## config.mk

```make
export PLATFORM = sky130hd
export DESIGN_NAME = cv3_maxpool2_flat
export DESIGN_NICKNAME = d
export VERILOG_FILES = /design/src/rtl/cv3_maxpool2_if.sv /design/src/rtl/cv3_maxpool2.sv /design/src/flat_wrapper.sv
export SDC_FILE = /design/constraint.sdc
export NUM_CORES = 1
export LEC_CHECK = 0
export BUFFER_PORTS_ARGS = -buffer_cell sky130_fd_sc_hd__buf_2
export CAP_MARGIN = 0
export CORE_UTILIZATION = 50
export CTS_CLUSTER_DIAMETER = 200
export DETAILED_ROUTE_END_ITERATION = 12
export PLACE_DENSITY = 0.76
export SYNTH_ARGS = -nofsm -noshare
export SYNTH_HDL_FRONTEND = slang
export SYNTH_SLANG_ARGS = --single-unit
```

## constraint.sdc

```tcl
create_clock -name clk -period 8.9 [get_ports clk]
set_input_delay 1.78 -clock clk [delete_from_list [all_inputs] [get_ports clk]]
set_output_delay 1.78 -clock clk [all_outputs]
set_load 0.005 [all_outputs]
```

## src/rtl/cv3_maxpool2_if.sv

```systemverilog
// ============================================================================
// Module      : cv3_maxpool2_if
// Description : Column-stream bundle between the conv stage, the 2x2 max-pool
//               stage and the next layer's column buffer.
// Revision    : 1.0 - initial release
// ============================================================================
`default_nettype none

interface cv3_maxpool2_if #(
  parameter int DATA_WIDTH   = 16,
  parameter int IN_COL_SIZE  = 10,
  parameter int OUT_COL_SIZE = IN_COL_SIZE / 2
);
  logic                                     valid_in;
  logic [IN_COL_SIZE-1:0][DATA_WIDTH-1:0]   input_column;
  logic [OUT_COL_SIZE-1:0][DATA_WIDTH-1:0]  output_column;
  logic                                     valid_out;
  logic                                     frame_done;

  // Producer of input columns / consumer of pooled columns
  modport master (
    output valid_in,
    output input_column,
    input  output_column,
    input  valid_out,
    input  frame_done
  );

  // The pooling stage itself
  modport slave (
    input  valid_in,
    input  input_column,
    output output_column,
    output valid_out,
    output frame_done
  );
endinterface

`default_nettype wire

```

## src/rtl/cv3_maxpool2.sv

```systemverilog
// ============================================================================
// Module      : cv3_maxpool2
// Description : 2x2 stride-2 max-pool over a stream of FP16 columns with
//               optional ReLU; one pooled half-height column per input pair.
// Revision    : 1.0 - initial release
// ============================================================================
`default_nettype none

module cv3_maxpool2 #(
  parameter int DATA_WIDTH  = 16,
  parameter int IN_COL_SIZE = 10,
  parameter int IMG_COLS    = 10,
  parameter int RELU_EN     = 1
) (
  input  wire             clk,
  input  wire             rst,
  cv3_maxpool2_if.slave   bus
);

  localparam int OUT_COL_SIZE = IN_COL_SIZE / 2;
  localparam int CNT_W        = (IMG_COLS > 2) ? $clog2(IMG_COLS) : 1;
  localparam logic [CNT_W-1:0] LAST_COL = CNT_W'(IMG_COLS - 1);

  typedef enum logic [0:0] {
    EVEN = 1'b0,
    ODD  = 1'b1
  } phase_t;

  typedef logic [IN_COL_SIZE-1:0][DATA_WIDTH-1:0]  in_col_t;
  typedef logic [OUT_COL_SIZE-1:0][DATA_WIDTH-1:0] out_col_t;

  phase_t     phase_q, phase_d;
  logic [CNT_W-1:0] col_cnt_q, col_cnt_d;
  in_col_t    hold_q, hold_d;
  out_col_t   out_q, out_d;
  logic       valid_q, valid_d;
  logic       frame_done_q, frame_done_d;
  out_col_t   pool_max;

  // Map FP16 onto a key whose unsigned order matches numeric order
  // (negatives inverted, positives lifted above them; +0 sorts above -0).
  function automatic logic [DATA_WIDTH-1:0] ord_key(input logic [DATA_WIDTH-1:0] x);
    return x[DATA_WIDTH-1] ? ~x : (x | {1'b1, {(DATA_WIDTH-1){1'b0}}});
  endfunction

  function automatic logic [DATA_WIDTH-1:0] fp_max(input logic [DATA_WIDTH-1:0] a,
                                                   input logic [DATA_WIDTH-1:0] b);
    return (ord_key(a) >= ord_key(b)) ? a : b;
  endfunction

  // Per output row: max over the 2x2 window (held column + current column), then ReLU
  for (genvar k = 0; k < OUT_COL_SIZE; k++) begin : g_pool
    logic [DATA_WIDTH-1:0] max_hold;
    logic [DATA_WIDTH-1:0] max_in;
    logic [DATA_WIDTH-1:0] max_all;

    assign max_hold = fp_max(hold_q[2*k], hold_q[2*k+1]);
    assign max_in   = fp_max(bus.input_column[2*k], bus.input_column[2*k+1]);
    assign max_all  = fp_max(max_hold, max_in);
    // A set sign bit (including -0) is clamped to +0 when ReLU is enabled
    assign pool_max[k] = ((RELU_EN != 0) && max_all[DATA_WIDTH-1]) ? '0 : max_all;
  end

  // Next-state: phase toggles per column, column counter wraps at frame end
  always_comb begin
    phase_d      = phase_q;
    col_cnt_d    = col_cnt_q;
    hold_d       = hold_q;
    out_d        = out_q;
    valid_d      = 1'b0;
    frame_done_d = 1'b0;

    if (bus.valid_in) begin
      case (phase_q)
        EVEN: begin
          hold_d  = bus.input_column;
          phase_d = ODD;
        end
        ODD: begin
          out_d   = pool_max;
          valid_d = 1'b1;
          phase_d = EVEN;
        end
        default: phase_d = EVEN;
      endcase

      if (col_cnt_q == LAST_COL) begin
        col_cnt_d    = '0;
        // Re-align pairing at every frame boundary
        phase_d      = EVEN;
        frame_done_d = (phase_q == ODD);
      end else begin
        col_cnt_d = col_cnt_q + CNT_W'(1);
      end
    end
  end

  // State and output registers; reset discards any half-collected pair
  always_ff @(posedge clk or posedge rst) begin
    if (rst) begin
      phase_q      <= EVEN;
      col_cnt_q    <= '0;
      hold_q       <= '0;
      out_q        <= '0;
      valid_q      <= 1'b0;
      frame_done_q <= 1'b0;
    end else begin
      phase_q      <= phase_d;
      col_cnt_q    <= col_cnt_d;
      hold_q       <= hold_d;
      out_q        <= out_d;
      valid_q      <= valid_d;
      frame_done_q <= frame_done_d;
    end
  end

  assign bus.output_column = out_q;
  assign bus.valid_out     = valid_q;
  assign bus.frame_done    = frame_done_q;

endmodule

`default_nettype wire

```

## src/flat_wrapper.sv

```systemverilog
// flat-port wrapper written by rule: the top's interface ports become plain ports
module cv3_maxpool2_flat 
#(
  parameter int DATA_WIDTH  = 16,
  parameter int IN_COL_SIZE = 10,
  parameter int IMG_COLS    = 10,
  parameter int RELU_EN     = 1
)
  (clk, rst, bus_valid_in, bus_input_column, bus_output_column, bus_valid_out, bus_frame_done);
  cv3_maxpool2_if #(.DATA_WIDTH(DATA_WIDTH), .IN_COL_SIZE(IN_COL_SIZE)) bus_i ();
  input  wire clk;
  input  wire rst;
  input wire logic [$bits(bus_i.valid_in)-1:0] bus_valid_in;
  input wire logic [$bits(bus_i.input_column)-1:0] bus_input_column;
  output wire logic [$bits(bus_i.output_column)-1:0] bus_output_column;
  output wire logic [$bits(bus_i.valid_out)-1:0] bus_valid_out;
  output wire logic [$bits(bus_i.frame_done)-1:0] bus_frame_done;
  assign bus_i.valid_in = bus_valid_in;
  assign bus_i.input_column = bus_input_column;
  assign bus_output_column = bus_i.output_column;
  assign bus_valid_out = bus_i.valid_out;
  assign bus_frame_done = bus_i.frame_done;
  cv3_maxpool2 #(.DATA_WIDTH(DATA_WIDTH), .IN_COL_SIZE(IN_COL_SIZE), .IMG_COLS(IMG_COLS), .RELU_EN(RELU_EN)) u_core (.clk(clk), .rst(rst), .bus(bus_i));
endmodule
```

# --- Yosys cells after proc, flatten, opt, wreduce, memory -nomap -nowiden ---
# Index checks and enable logic that the tools add are counted.
word_totals:
  input_bits: 163
  word_cells: 126
  output_inout_bits: 82
  register_bits: 247
classes:
  muxes: 57
  n_lt_le_gt_ge: 15
  eq_ne: 1
  bitwise: 31
  reduce_logical: 2
  addsub: 1
op_table:
  columns: ["op", "n"]
  rows:
  - ["two-way mux 16 bit", 45]
  - ["inverter 16 bit", 30]
  - ["greater-or-equal comparator 16 bit", 15]
  - ["two-way mux 15 bit", 5]
  - ["two-way mux 1 bit", 5]
  - ["adder 4 x 1 -> 4 bit (second input constant)", 1]
  - ["== test 4 bit (second input constant)", 1]
  - ["two-way mux 4 bit", 1]
  - ["AND reduction 2 bit", 2]
  - ["one-hot mux 1 bit (2 select lines)", 1]
  - ["inverter 1 bit", 1]

# --- Longest topological paths before layout ---
depth:
  depth_word: 9
  mapped_depth: 24
  depth_no_buf: 18

# --- Worst setup path after synthesis ---
# Ideal clock, no wire load.
synth_path:
  kind: "input to register"
  startpoint: "input bus_input_column[127]"
  endpoint: "register u_core.out_q (netlist bit u_core.bus.output_column[48])"
  setup_time_ns: 0.121
  path_slack_ns: 1.858
  arrival_ns: 6.921
  required_time_ns: 8.779
  stages: 22
  path_cell_list: "clkbuf_1 > clkbuf_1 > xnor2_1 > ha_1 > nand4_1 > or4_1 > a31oi_1 > buf_4 > mux2i_2 > buf_2 > xnor2_1 > ha_1 > nor4_1 > o21ai_0 > or3_1 > a2111oi_0 > nor3_1 > maj3_2 > buf_6 > buf_6 > mux2i_1 > a22o_1"
synth_via:
  elab_chain_cells: 9
synth_rtl:
  columns: ["element", "line_no", "text"]
  rows:
  - ["start, declared", "flat_wrapper.sv:14", "input wire logic [$bits(bus_i.input_column)-1:0] bus_input_column;"]
  - ["inverter 16 bit", "cv3_maxpool2.sv:43", "return x[DATA_WIDTH-1] ? ~x : (x | {1'b1, {(DATA_WIDTH-1){1'b0}}});"]
  - ["two-way mux 16 bit", "cv3_maxpool2.sv:43", null]
  - ["greater-or-equal comparator 16 bit", "cv3_maxpool2.sv:48", "return (ord_key(a) >= ord_key(b)) ? a : b;"]
  - ["two-way mux 16 bit *", "cv3_maxpool2.sv:48", null]
  - ["inverter 16 bit", "cv3_maxpool2.sv:43", null]
  - ["two-way mux 16 bit", "cv3_maxpool2.sv:43", null]
  - ["greater-or-equal comparator 16 bit", "cv3_maxpool2.sv:48", null]
  - ["two-way mux 16 bit *", "cv3_maxpool2.sv:48", null]
  - ["two-way mux 15 bit *", "cv3_maxpool2.sv:61", "assign pool_max[k] = ((RELU_EN != 0) && max_all[DATA_WIDTH-1]) ? '0 : max_all;"]
  - ["end signal, assigned", "cv3_maxpool2.sv:111", "out_q <= out_d;"]
  - ["end, declared", "cv3_maxpool2.sv:35", "out_col_t out_q, out_d;"]
# Mark *: on every way between the ends. The rest lies on a longest branch, timed or not.
# A chain may end at the register's enable or synchronous reset.

# --- Worst setup path after layout ---
layout_path:
  startpoint: "input bus_input_column[127]"
  endpoint: "register u_core.out_q (netlist bit u_core.bus.output_column[56])"
# Same word-level chain as after synthesis.

==> key figures <==
Placement
  • Gp weighted congestion: 0.907
  • DP Area: 22700 um^2
  • Port Buffers: 239
  • DP Wirelength: 40.0 mm

Global route
  • Vias in the first global route: 17200
  • Total Routing Usage GR: 0.250
  • Largest net degree at the start of global routing: 91
  • Initial antenna violation count: 5
  • Congestion Overflow GR: 0
  • First-pass GRT wire length: 88.6 mm

Final layout
  • Share of layout cells above drive strength 1: 0.244
  • Commonest non-fill, non-tap cell in the layout: dfrtp_1
  • Fin nets: 2572
  • Area delta synth->final: 11.5%
  • Most frequent cells in the layout: 242 x dfrtp_1, 239 x buf_2, 235 x ha_1, 230 x xnor2_1, 222 x xor2_1
  • Design Area, Final: 23600 um^2
  • Fin util: 0.564

Timing
  • Max-slew violation count: 0
  • Fin Setup TNS: 0 ps
  • Worst Tran Pin Value: 1190 ps
  • F_max: 142 MHz
  • Max Clock Skew: 19.4 ps
  • RSZ-0062 raised after global routing: no
  • Final setup vio count: 0
  • Worst hold slack: 482 ps
  • Final min period: 7050 ps
  • Slew headroom: 0.191
  • Final worst-path cycle share: 0.792
  • Final Hold Fails: 0

Clock tree
  • Root Buffer: clkbuf_16
  • Post-CTS resize count: 0
  • Num CTS Buffers: 31
  • Postcts setup bufs: 0
  • Clk sinks: 242
  • CTS tree: done
  • Clk pin slew, worst setup/hold paths: 60 ps
  • H-Tree Depth: 1
  • CTS Buffer Depth: 3
  • Clk_lat worst skew: 570 ps
  • CTS hold repair buffers: 0

Critical path
  • Critical Path AT: 7490 ps
  • Delay-heaviest family, CP: compound AO/OA/AOI/OAI gates
  • Req. time, crit path: 9340 ps
  • CP Class: input port to register
  • CP cell instances: buf_2, xor2_1, ha_1, nand2b_1, a2111oi_0, or4_1, a31oi_2, mux2i_2, xnor2_1, ha_1, nor4_1, o21ai_0, or3_1, a2111oi_0, nor3_1, maj3_2, mux2i_1, a22o_1
  • Buf+Inv Stages, Crit Path: 1
  • Slowest CP cell: mux2i_2
  • Critical Path Source Type: input port
  • Setup crit end kind: register
  • Worst Path Max Fanout: 19
  • Crit-path max cell delay: 960 ps

Synth
  • Synth unique cells: 69
  • Synth warn: 0
  • Cell count after synthesis: 2020
  • Post-synthesis async set-or-reset flop share: 1.00
  • Register area share after synthesis: 0.286
  • Dominant synthesized flop cell: dfrtp_1
  • Number of synthesized flops with an enable pin: 0
  • Synth Register Bits: 242
  • Post-synthesis cell area: 21200 um^2
  • Syn_area_per_cell: 10.5 um^2

Drt
  • Final wirelength: 54.1 mm
  • Vias: 16300
  • Drt pass-1 iters: 7
  • Post-DRT Antenna Nets: 0
  • Wirelength per Cell: 19.8 um
  • Via density: 5.97
  • DRT iter0 DRCs: 1015
  • Number of remaining DRC errors: 0

Min path
  • Hold Crit Class: register to register

Floorplan
  • I/O pin cnt: 245
  • Starting density of the core: 0.506
  • Chip width: 208 um
  • Die H: 208 um
  • Number of placement rows: 75
  • DIE AREA: 43200 um^2
  • CORE AREA: 41900 um^2

Power
  • LEAKAGE: 0.0108 uW
  • Maximum vdd drop: 286 uV
  • PD cells: 461 nW/um^2

Run status
  • Status: complete, no violations

Flow run
  • Max_cap viols: 0
==> registers in the layout, summed over array words and instances (netlist names) <==
name	flops
u_core.phase_q	1
u_core.bus.frame_done	1
u_core.bus.valid_out	1
u_core.hold_q	160
u_core.bus.output_column	75
u_core.col_cnt_q	4
==> routing by layer <==
metal	global-route usage	share of wire	up-vias
li1	-	-	7695
met1	0.333	0.45	8060
met2	0.414	0.47	463
met3	0.0405	0.060	97
met4	0.0766	0.026	4
met5	0	0.00050	-
==> worst min-delay path: stages (launching register included) <==
cell and delay, ps:
dfrtp_1 340, nand2_1 50, nand3_1 60
==> cells by family (layout without fill, tap and decap cells) <==
group,after synthesis,in the layout,share of synthesized area
AOI/OAI and AO/OA,357,357,0.129
muxes,331,331,0.169
buffers and inverters,161,331,0.0331
other,1,7,0.000177
adders and majority gates,236,236,0.139
DFF,242,242,0.286
and+or+nand+nor,240,240,0.0565
xor gates and xnor gates,452,452,0.187
==> power by group <==
group	switching, uW	internal [uW]	leakage [uW]
Clock	492	685	0.000465
Sequential	524	1540	0.00290
Combinational	4240	3410	0.00745
==> worst paths after layout <==
path | startpoint | endpoint | slack (ps) | depth (start not counted)
setup / recovery | bus_input_column[127] | u_core.bus.output_column[56] | 1850 | 18
hold reg to reg | u_core.bus.output_column[13] | u_core.bus.output_column[13] | 480 | 2
hold / removal | u_core.bus.output_column[13] | u_core.bus.output_column[13] | 480 | 2
setup reg to reg | u_core.hold_q[95] | u_core.bus.output_column[36] | 2080 | 18
min in group asynchronous | rst | u_core.hold_q[47] | 1320 | 2
max in group asynchronous | rst | u_core.hold_q[108] | 6040 | 3
==> area by class of cell <==
class                   count  area [um^2]
fillers                  3523        18200
clock buffers              41          843
well taps                 539          674
diodes                      2         5.00
clock inverters            12         87.6
repair buffers            262         1370
flip-flops and latches    242         6060
inverters                  16         67.6
multi-input cells        1621        14500
==> Yosys cell counts (4+ instances only) <==
master     number  area, um^2
a221oi_1        6        52.6
clkbuf_1       91         342
nand3_1        40         200
nor2b_1        11        68.8
a2111oi_0      35         307
nor3_1         13        65.1
o21ai_0        47         235
ha_1          235        2940
o41ai_1        14         123
a21oi_1        65         325
a211oi_1       16         120
inv_1          15        56.3
a22o_1         15         131
a21o_1         27         203
dfrtp_1       242        6060
buf_2          30         150
o2111ai_1      38         333
buf_1          12        45.0
mux2_2        204        2300
o211ai_1        8        60.1
nor2_1         22        82.6
and3_1         17         106
buf_4           8        60.1
a31oi_1         7        43.8
a2111o_1       31         349
and4_1          8        70.1
nand2b_1       14        87.6
nand4_1        14        87.6
a211o_1        18         158
xnor2_1       230        2010
nand2_1        89         334
xor2_1        222        1940
o21a_1          6        45.0
mux2i_1       125        1250
buf_6           4        45.0
==> metrics by stage <==
step	std cells	total power, uW	setup slack [ps]
global placement	2680	9270	1470
floorplan	2024	7820	475
CTS	2733	10900	1860
finish	2735	10900	1850
detailed placement	2680	9620	1310
global route	2733	11900	1490
No activity file was read; power rests on OpenSTA's default activity.
